`src/rtl/poly_pkg.sv`:
```
// Shared types and constants for the polynomial sweep driver.
//   sweep_state_t : top-level sequencer states
//   operand_t     : operand slot being loaded into the evaluator (A, B, C, X)
//   WIDTH_DEF     : default data width, matching the evaluator
package poly_pkg;

    localparam int unsigned WIDTH_DEF = 8;

    typedef enum logic [2:0] {
        StIdle,
        StDrive,
        StGap,
        StWaitRes,
        StOutput,
        StFinish
    } sweep_state_t;

    typedef enum logic [1:0] {
        OP_A,
        OP_B,
        OP_C,
        OP_X
    } operand_t;

    // Operand order is fixed: A, B, C, X. Caller guarantees op != OP_X.
    function automatic operand_t next_operand(operand_t op);
        return operand_t'(op + 2'd1);
    endfunction

endpackage

```
`src/rtl/poly_go_pulser.sv`:
```
// Go-phase timer for one operand load.
// A load strobe starts a high phase of GO_HIGH_CYCLES with go=1, followed by a
// low phase of GO_LOW_CYCLES with go=0.
// Ports:
//   clk, rst   : clock, asynchronous active-high reset
//   load       : start a new high/low phase pair
//   go         : registered Go level
//   high_done  : last cycle of the high phase
//   low_done   : last cycle of the low phase (whole operand phase complete)
module poly_go_pulser #(
    parameter int unsigned GO_HIGH_CYCLES = 1,
    parameter int unsigned GO_LOW_CYCLES  = 1
) (
    input  logic clk,
    input  logic rst,
    input  logic load,
    output logic go,
    output logic high_done,
    output logic low_done
);

    typedef enum logic [1:0] {PhIdle, PhHigh, PhLow} phase_t;

    phase_t      phase;
    logic [15:0] cnt;

    assign high_done = (phase == PhHigh) && (cnt == 16'(GO_HIGH_CYCLES - 1));
    assign low_done  = (phase == PhLow) && (cnt == 16'(GO_LOW_CYCLES - 1));

    always_ff @(posedge clk or posedge rst) begin
        if (rst) begin
            phase <= PhIdle;
            cnt   <= '0;
            go    <= 1'b0;
        end else if (load) begin
            phase <= PhHigh;
            cnt   <= '0;
            go    <= 1'b1;
        end else begin
            unique case (phase)
                PhHigh: begin
                    if (high_done) begin
                        phase <= PhLow;
                        cnt   <= '0;
                        go    <= 1'b0;
                    end else begin
                        cnt <= cnt + 16'd1;
                    end
                end
                PhLow: begin
                    if (low_done) begin
                        phase <= PhIdle;
                        cnt   <= '0;
                    end else begin
                        cnt <= cnt + 16'd1;
                    end
                end
                default: begin
                    phase <= PhIdle;
                    cnt   <= '0;
                end
            endcase
        end
    end

endmodule

```
`src/rtl/poly_sweep_driver.sv`:
```
// Sequencer/collector for the polynomial evaluator part2.
// For each X of a sweep, serially loads A, B, C, X via Go/DataIn, waits for
// ResultValid, and emits (result, X) on a valid/ready stream.
// Optional feature: define POLY_SWEEP_ACCUM_EN to add a 16-bit `accum` output
// holding the wrapping sum of all transferred results of the current sweep.
// Ports:
//   Clock, Reset                  : clock, asynchronous active-high reset
//   start, coef_a/b/c, x_start,
//   x_step, x_count               : sweep request, captured in idle
//   busy, done, error             : status (done is a pulse, error is sticky)
//   eval_go, eval_data            : to part2 Go / DataIn
//   eval_result, eval_valid       : from part2 DataResult / ResultValid
//   res_valid, res_ready,
//   res_data, res_x               : result stream
module poly_sweep_driver
    import poly_pkg::*;
#(
    parameter int unsigned WIDTH          = WIDTH_DEF,
    parameter int unsigned GO_HIGH_CYCLES = 1,
    parameter int unsigned GO_LOW_CYCLES  = 1,
    parameter int unsigned TIMEOUT        = 15
) (
    input  logic             Clock,
    input  logic             Reset,
    input  logic             start,
    input  logic [WIDTH-1:0] coef_a,
    input  logic [WIDTH-1:0] coef_b,
    input  logic [WIDTH-1:0] coef_c,
    input  logic [WIDTH-1:0] x_start,
    input  logic [WIDTH-1:0] x_step,
    input  logic [7:0]       x_count,
    output logic             busy,
    output logic             done,
    output logic             error,
    output logic             eval_go,
    output logic [WIDTH-1:0] eval_data,
    input  logic [WIDTH-1:0] eval_result,
    input  logic             eval_valid,
    output logic             res_valid,
    input  logic             res_ready,
    output logic [WIDTH-1:0] res_data,
    output logic [WIDTH-1:0] res_x
`ifdef POLY_SWEEP_ACCUM_EN
    ,
    output logic [15:0]      accum
`endif
);

    localparam int unsigned TCNT_W = $clog2(TIMEOUT + 1);

    sweep_state_t      state;
    operand_t          idx;
    logic [WIDTH-1:0]  a_q, b_q, c_q, step_q, x_cur;
    logic [7:0]        remaining;
    logic [TCNT_W-1:0] tcnt;
    logic              load, high_done, low_done;

    function automatic logic [WIDTH-1:0] operand_value(operand_t op);
        unique case (op)
            OP_A:    return a_q;
            OP_B:    return b_q;
            OP_C:    return c_q;
            default: return x_cur;
        endcase
    endfunction

    // Strobe the pulser on every transition into DRIVE.
    always_comb begin
        load = 1'b0;
        unique case (state)
            StIdle:   load = start && (x_count != 8'd0);
            StGap:    load = low_done && (idx != OP_X);
            StOutput: load = res_ready && (remaining != 8'd1);
            default:  load = 1'b0;
        endcase
    end

    poly_go_pulser #(
        .GO_HIGH_CYCLES (GO_HIGH_CYCLES),
        .GO_LOW_CYCLES  (GO_LOW_CYCLES)
    ) u_pulser (
        .clk       (Clock),
        .rst       (Reset),
        .load      (load),
        .go        (eval_go),
        .high_done (high_done),
        .low_done  (low_done)
    );

    always_ff @(posedge Clock or posedge Reset) begin
        if (Reset) begin
            state     <= StIdle;
            idx       <= OP_A;
            a_q       <= '0;
            b_q       <= '0;
            c_q       <= '0;
            step_q    <= '0;
            x_cur     <= '0;
            remaining <= '0;
            tcnt      <= '0;
            busy      <= 1'b0;
            done      <= 1'b0;
            error     <= 1'b0;
            eval_data <= '0;
            res_valid <= 1'b0;
            res_data  <= '0;
            res_x     <= '0;
`ifdef POLY_SWEEP_ACCUM_EN
            accum     <= '0;
`endif
        end else begin
            unique case (state)
                StIdle: begin
                    if (start) begin
                        a_q       <= coef_a;
                        b_q       <= coef_b;
                        c_q       <= coef_c;
                        step_q    <= x_step;
                        x_cur     <= x_start;
                        remaining <= x_count;
                        error     <= 1'b0;
                        busy      <= 1'b1;
`ifdef POLY_SWEEP_ACCUM_EN
                        accum     <= '0;
`endif
                        if (x_count == 8'd0) begin
                            state <= StFinish;
                            done  <= 1'b1;
                        end else begin
                            state     <= StDrive;
                            idx       <= OP_A;
                            eval_data <= coef_a;
                        end
                    end
                end
                StDrive: begin
                    if (high_done) state <= StGap;
                end
                StGap: begin
                    if (low_done) begin
                        if (idx != OP_X) begin
                            idx       <= next_operand(idx);
                            eval_data <= operand_value(next_operand(idx));
                            state     <= StDrive;
                        end else begin
                            tcnt  <= '0;
                            state <= StWaitRes;
                        end
                    end
                end
                StWaitRes: begin
                    if (eval_valid) begin
                        res_data  <= eval_result;
                        res_x     <= x_cur;
                        res_valid <= 1'b1;
                        state     <= StOutput;
                    end else if (tcnt == TCNT_W'(TIMEOUT - 1)) begin
                        // Abort the whole sweep; the pending point is dropped.
                        error <= 1'b1;
                        done  <= 1'b1;
                        state <= StFinish;
                    end else begin
                        tcnt <= tcnt + 1'b1;
                    end
                end
                StOutput: begin
                    if (res_ready) begin
                        res_valid <= 1'b0;
                        x_cur     <= x_cur + step_q;
                        remaining <= remaining - 8'd1;
`ifdef POLY_SWEEP_ACCUM_EN
                        accum     <= accum + 16'(res_data);
`endif
                        if (remaining == 8'd1) begin
                            done  <= 1'b1;
                            state <= StFinish;
                        end else begin
                            idx       <= OP_A;
                            eval_data <= a_q;
                            state     <= StDrive;
                        end
                    end
                end
                StFinish: begin
                    done  <= 1'b0;
                    busy  <= 1'b0;
                    state <= StIdle;
                end
                default: state <= StIdle;
            endcase
        end
    end

endmodule

```
`config.mk`:
```
export PLATFORM = sky130hd
export DESIGN_NAME = poly_sweep_driver
export DESIGN_NICKNAME = d
export VERILOG_FILES = /design/src/rtl/poly_pkg.sv /design/src/rtl/poly_go_pulser.sv /design/src/rtl/poly_sweep_driver.sv
export SDC_FILE = /design/constraint.sdc
export NUM_CORES = 1
export LEC_CHECK = 0
export ABC_AREA = 1
export BUFFER_PORTS_ARGS = -buffer_cell sky130_fd_sc_hd__buf_2
export CORE_UTILIZATION = 55
export DETAILED_ROUTE_END_ITERATION = 10
export GPL_TIMING_DRIVEN = 0
export HOLD_SLACK_MARGIN = 0.02
export MAX_ROUTING_LAYER = met4
export PLACE_DENSITY = 0.78
export SLEW_MARGIN = 15
export SYNTH_ARGS = -nofsm -noshare
export SYNTH_HDL_FRONTEND = slang
export SYNTH_HIERARCHICAL = 1
export SYNTH_SLANG_ARGS = --single-unit
```
`constraint.sdc`:
```
create_clock -name Clock -period 2.85 [get_ports Clock]
set_input_delay 0.1425 -clock Clock [delete_from_list [all_inputs] [get_ports Clock]]
set_output_delay 0.1425 -clock Clock [all_outputs]
set_load 0.03 [all_outputs]
```
==> results.toml <==
[timing]
finalCriticalPeriod_ns = 2.36
skew_ns = 0.00801
setup_slack_ns = 0.493
setup_viol_count_final = 0
rsz0062_at_grt = "no"
hold_viol = 0
slew_violations = 0
max_clock_freq_mhz = 424
worst_pin_slew_ns = 0.726
tns_ns = 0
slew_headroom_pct = 51.6
min_period_over_period_pct = 82.7

[setup_path]
crit_required_ns = 3.11
crit_path_max_fanout = 12
worstSetupPathType = "register to register"
r2r_end = "u_pulser/cnt[8]"
startpoint = "u_pulser/cnt[0]"
critPathCaptureType = "register"
r2r_slack_ns = 0.49
ff2ff_path_depth = 13
start_kind = "register"
critPathArrivalTime_ns = 2.62
r2r_start = "u_pulser/cnt[0]"

[die]
die_w_um = 106
die_h_um = 106
die_area_um2 = 11100
initial_utilization_pct = 56.8
boundaryPins = 90
row_count = 37
coreArea_um2 = 10400

[routing]
dr_total_vias = 5468
dr_wl_met3_um = 801
drtIter0Drc = 298
vias_per_cell = 5.18
drc_errors = 0
dr.pass1.iters = 5
wl_per_cell_um = 13.5
wl_um = 14300
wl_met2_um = 6760
highest_layer = "met4"
wl_met1_um = 6410
ant_nets = 0

[clock_network]
root_buffer = "clkbuf_8"
clk_latency_ns = 0.37
numCtsBuffers = 9
hold_buffers = 41
cts.htree.levels = 3
clk_pin_slew_worst_paths_ns = 0.10
cts_setup_buffers = 0
cts.sinks = 104
cts_max_path_buffers = 2
cts_resized = 0
cts_tree = "built"

[power_and_ir_drop]
cellPowerDensity_nw_per_um2 = 935
internal_power_w = 0.00358
ir_drop_uv = 531
combPwrFrac_pct = 50.2
power_switching_w = 0.00308
p_leak_nw = 3.70
switching_share_pct = 46.2
p_seq_share_pct = 37.0
clkPwrFrac_pct = 12.8

[global_routing]
grt_pass1_vias = 5376
overflow = 0
grt_use_total_pct = 28.6
antenna_found_initial = 0
grt_max_degree = 50
grt_first_pass_wirelength_um = 24500

[logic_synthesis]
syn_area_um2 = 5890
synthTopCellsByArea = "dfrtp_1 44%, nand2_1 18%, nand3_1 4.4%"
async_flop_share_pct = 100
synth_edf_count = 0
yosys.cell_types.count = 35
netlist_instances = 773
ys.flop_type = "dfrtp_1"
ys_ff_latch = 104
yosysTopAreaCell = "dfrtp_1"
yosys-top-cells-count = "289 x nand2_1, 104 x dfrtp_1, 68 x inv_1"
synth_top_area_share_pct = 44.2
synth_warnings = 6
syn_avg_cell_area_um2 = 7.62
synth_nets = 855
synth.most_common_cell = "nand2_1"
synth-seq-area-share_pct = 44.2

[status]
status = "complete, no violations"

[flow_run]
maxCapViolCount = 0

[placed_design]
portBuffers = 89
pre_cts_ws_ns = 0.512
dp.final_hpwl_um = 10400
routabilityCongestion = 0.908

[min_path]
holdCritStartpoint = "x_start[2]"
min_to = "x_cur[2]"
hold_path.class = "primary input to register"
hold_depth = 3

[layout]
synthToLayoutAreaGrowth_pct = 20.9
final_nets = 997
diodes = 0
final_core_util_pct = 68.7
drive_gt1_share_pct = 20.2
==> worst max-delay path, cell delays in order, from the launching register on <==
cell     delay [ns]
dfrtp_1        0.43
inv_1          0.11
ha_1           0.18
nand3_1        0.08
nor2_1         0.18
nand2_2        0.13
nor2_1         0.23
nand2_2        0.13
nand3_4        0.17
buf_12         0.17
nor2_1         0.08
nand3_4        0.14
buf_8          0.19
nor2_2         0.04
==> worst max path at each step <==
stage | end | slack [ns]
5_1_grt | u_pulser/cnt[8] | 0.33
6_report | u_pulser/cnt[8] | 0.49
4_1_cts | u_pulser/cnt[8] | 0.50
3_5_place_dp | u_pulser/cnt[13] | 0.51
3_3_place_gp | res_data[7] | -0.52
2_1_floorplan | a_q[0] | 0.51
==> final cells by class <==
type                            count  area, µm²
Fill cell                         826       3250
Tap cell                          136        170
Inverter                           75        284
Buffer                             23        150
Sequential cell                   104       2600
Clock buffer                       13        159
Multi-Input combinational cell    571       2860
Timing Repair Buffer              131        883
Clock inverter                      2       15.0
==> cells in the final DEF (no fill, tap or decap), drive strengths merged <==
cell         count
nand2          299
o211ai           2
clkinvlp         2
inv             75
clkbuf          20
nand4            5
buf            106
nand3           58
o21a             1
ha              20
a31oi            2
a22oi            1
dlygate4sd3     41
nand3b           2
xnor2            5
and2             1
o21ai           46
dfrtp          104
xor2             7
fa               1
a21oi           17
nor2            87
nor3             8
or2              9
==> stage by stage <==
step	area, µm²	hold slack [ns]	total power [W]	instances
floorplan	5890	0.0936	0.00488	773
global placement	6510	0.296	0.00561	998
detailed placement	6540	0.225	0.00576	999
CTS	7120	0.0212	0.00666	1055
global route	7120	0.0324	0.00722	1055
finish	7120	0.0319	0.00666	1055
==> registers in the layout, summed over array words and instances, names as in the netlist <==
register        count
a_q                 8
b_q                 8
busy                1
c_q                 8
done                1
error               1
eval_data           8
idx                 2
remaining           8
res_data            8
res_valid           1
res_x               8
state               3
step_q              8
tcnt                4
u_pulser/cnt       16
u_pulser/go         1
u_pulser/phase      2
x_cur               8
==> power groups by stage <==
stage,clock network (W),logic (W),registers [W]
3_3_place_gp,0,0.00316,0.00245
5_1_grt,0.000929,0.00375,0.00254
4_1_cts,0.000872,0.00333,0.00246
2_1_floorplan,0,0.00215,0.00273
3_5_place_dp,0,0.00327,0.00248
6_report,0.000851,0.00334,0.00246
==> routing by layer <==
layer  global-route usage (%)  up-vias
met2                     46.4      207
met4                     11.6        0
li1                         -     2704
met1                     36.9     2531
met5                        -        -
met3                     3.40       26
==> kinds of logic after synthesis <==
kind of cell | synth area share (%)
XOR/XNOR | 1.78
AO/OA/AOI/OAI | 6.77
flip-flops | 44.2
buffers and inverters | 7.32
AND/OR/NAND/NOR | 35.4
adder cells (fa/ha/maj) | 4.59
(Power assumes the default switching activity.)
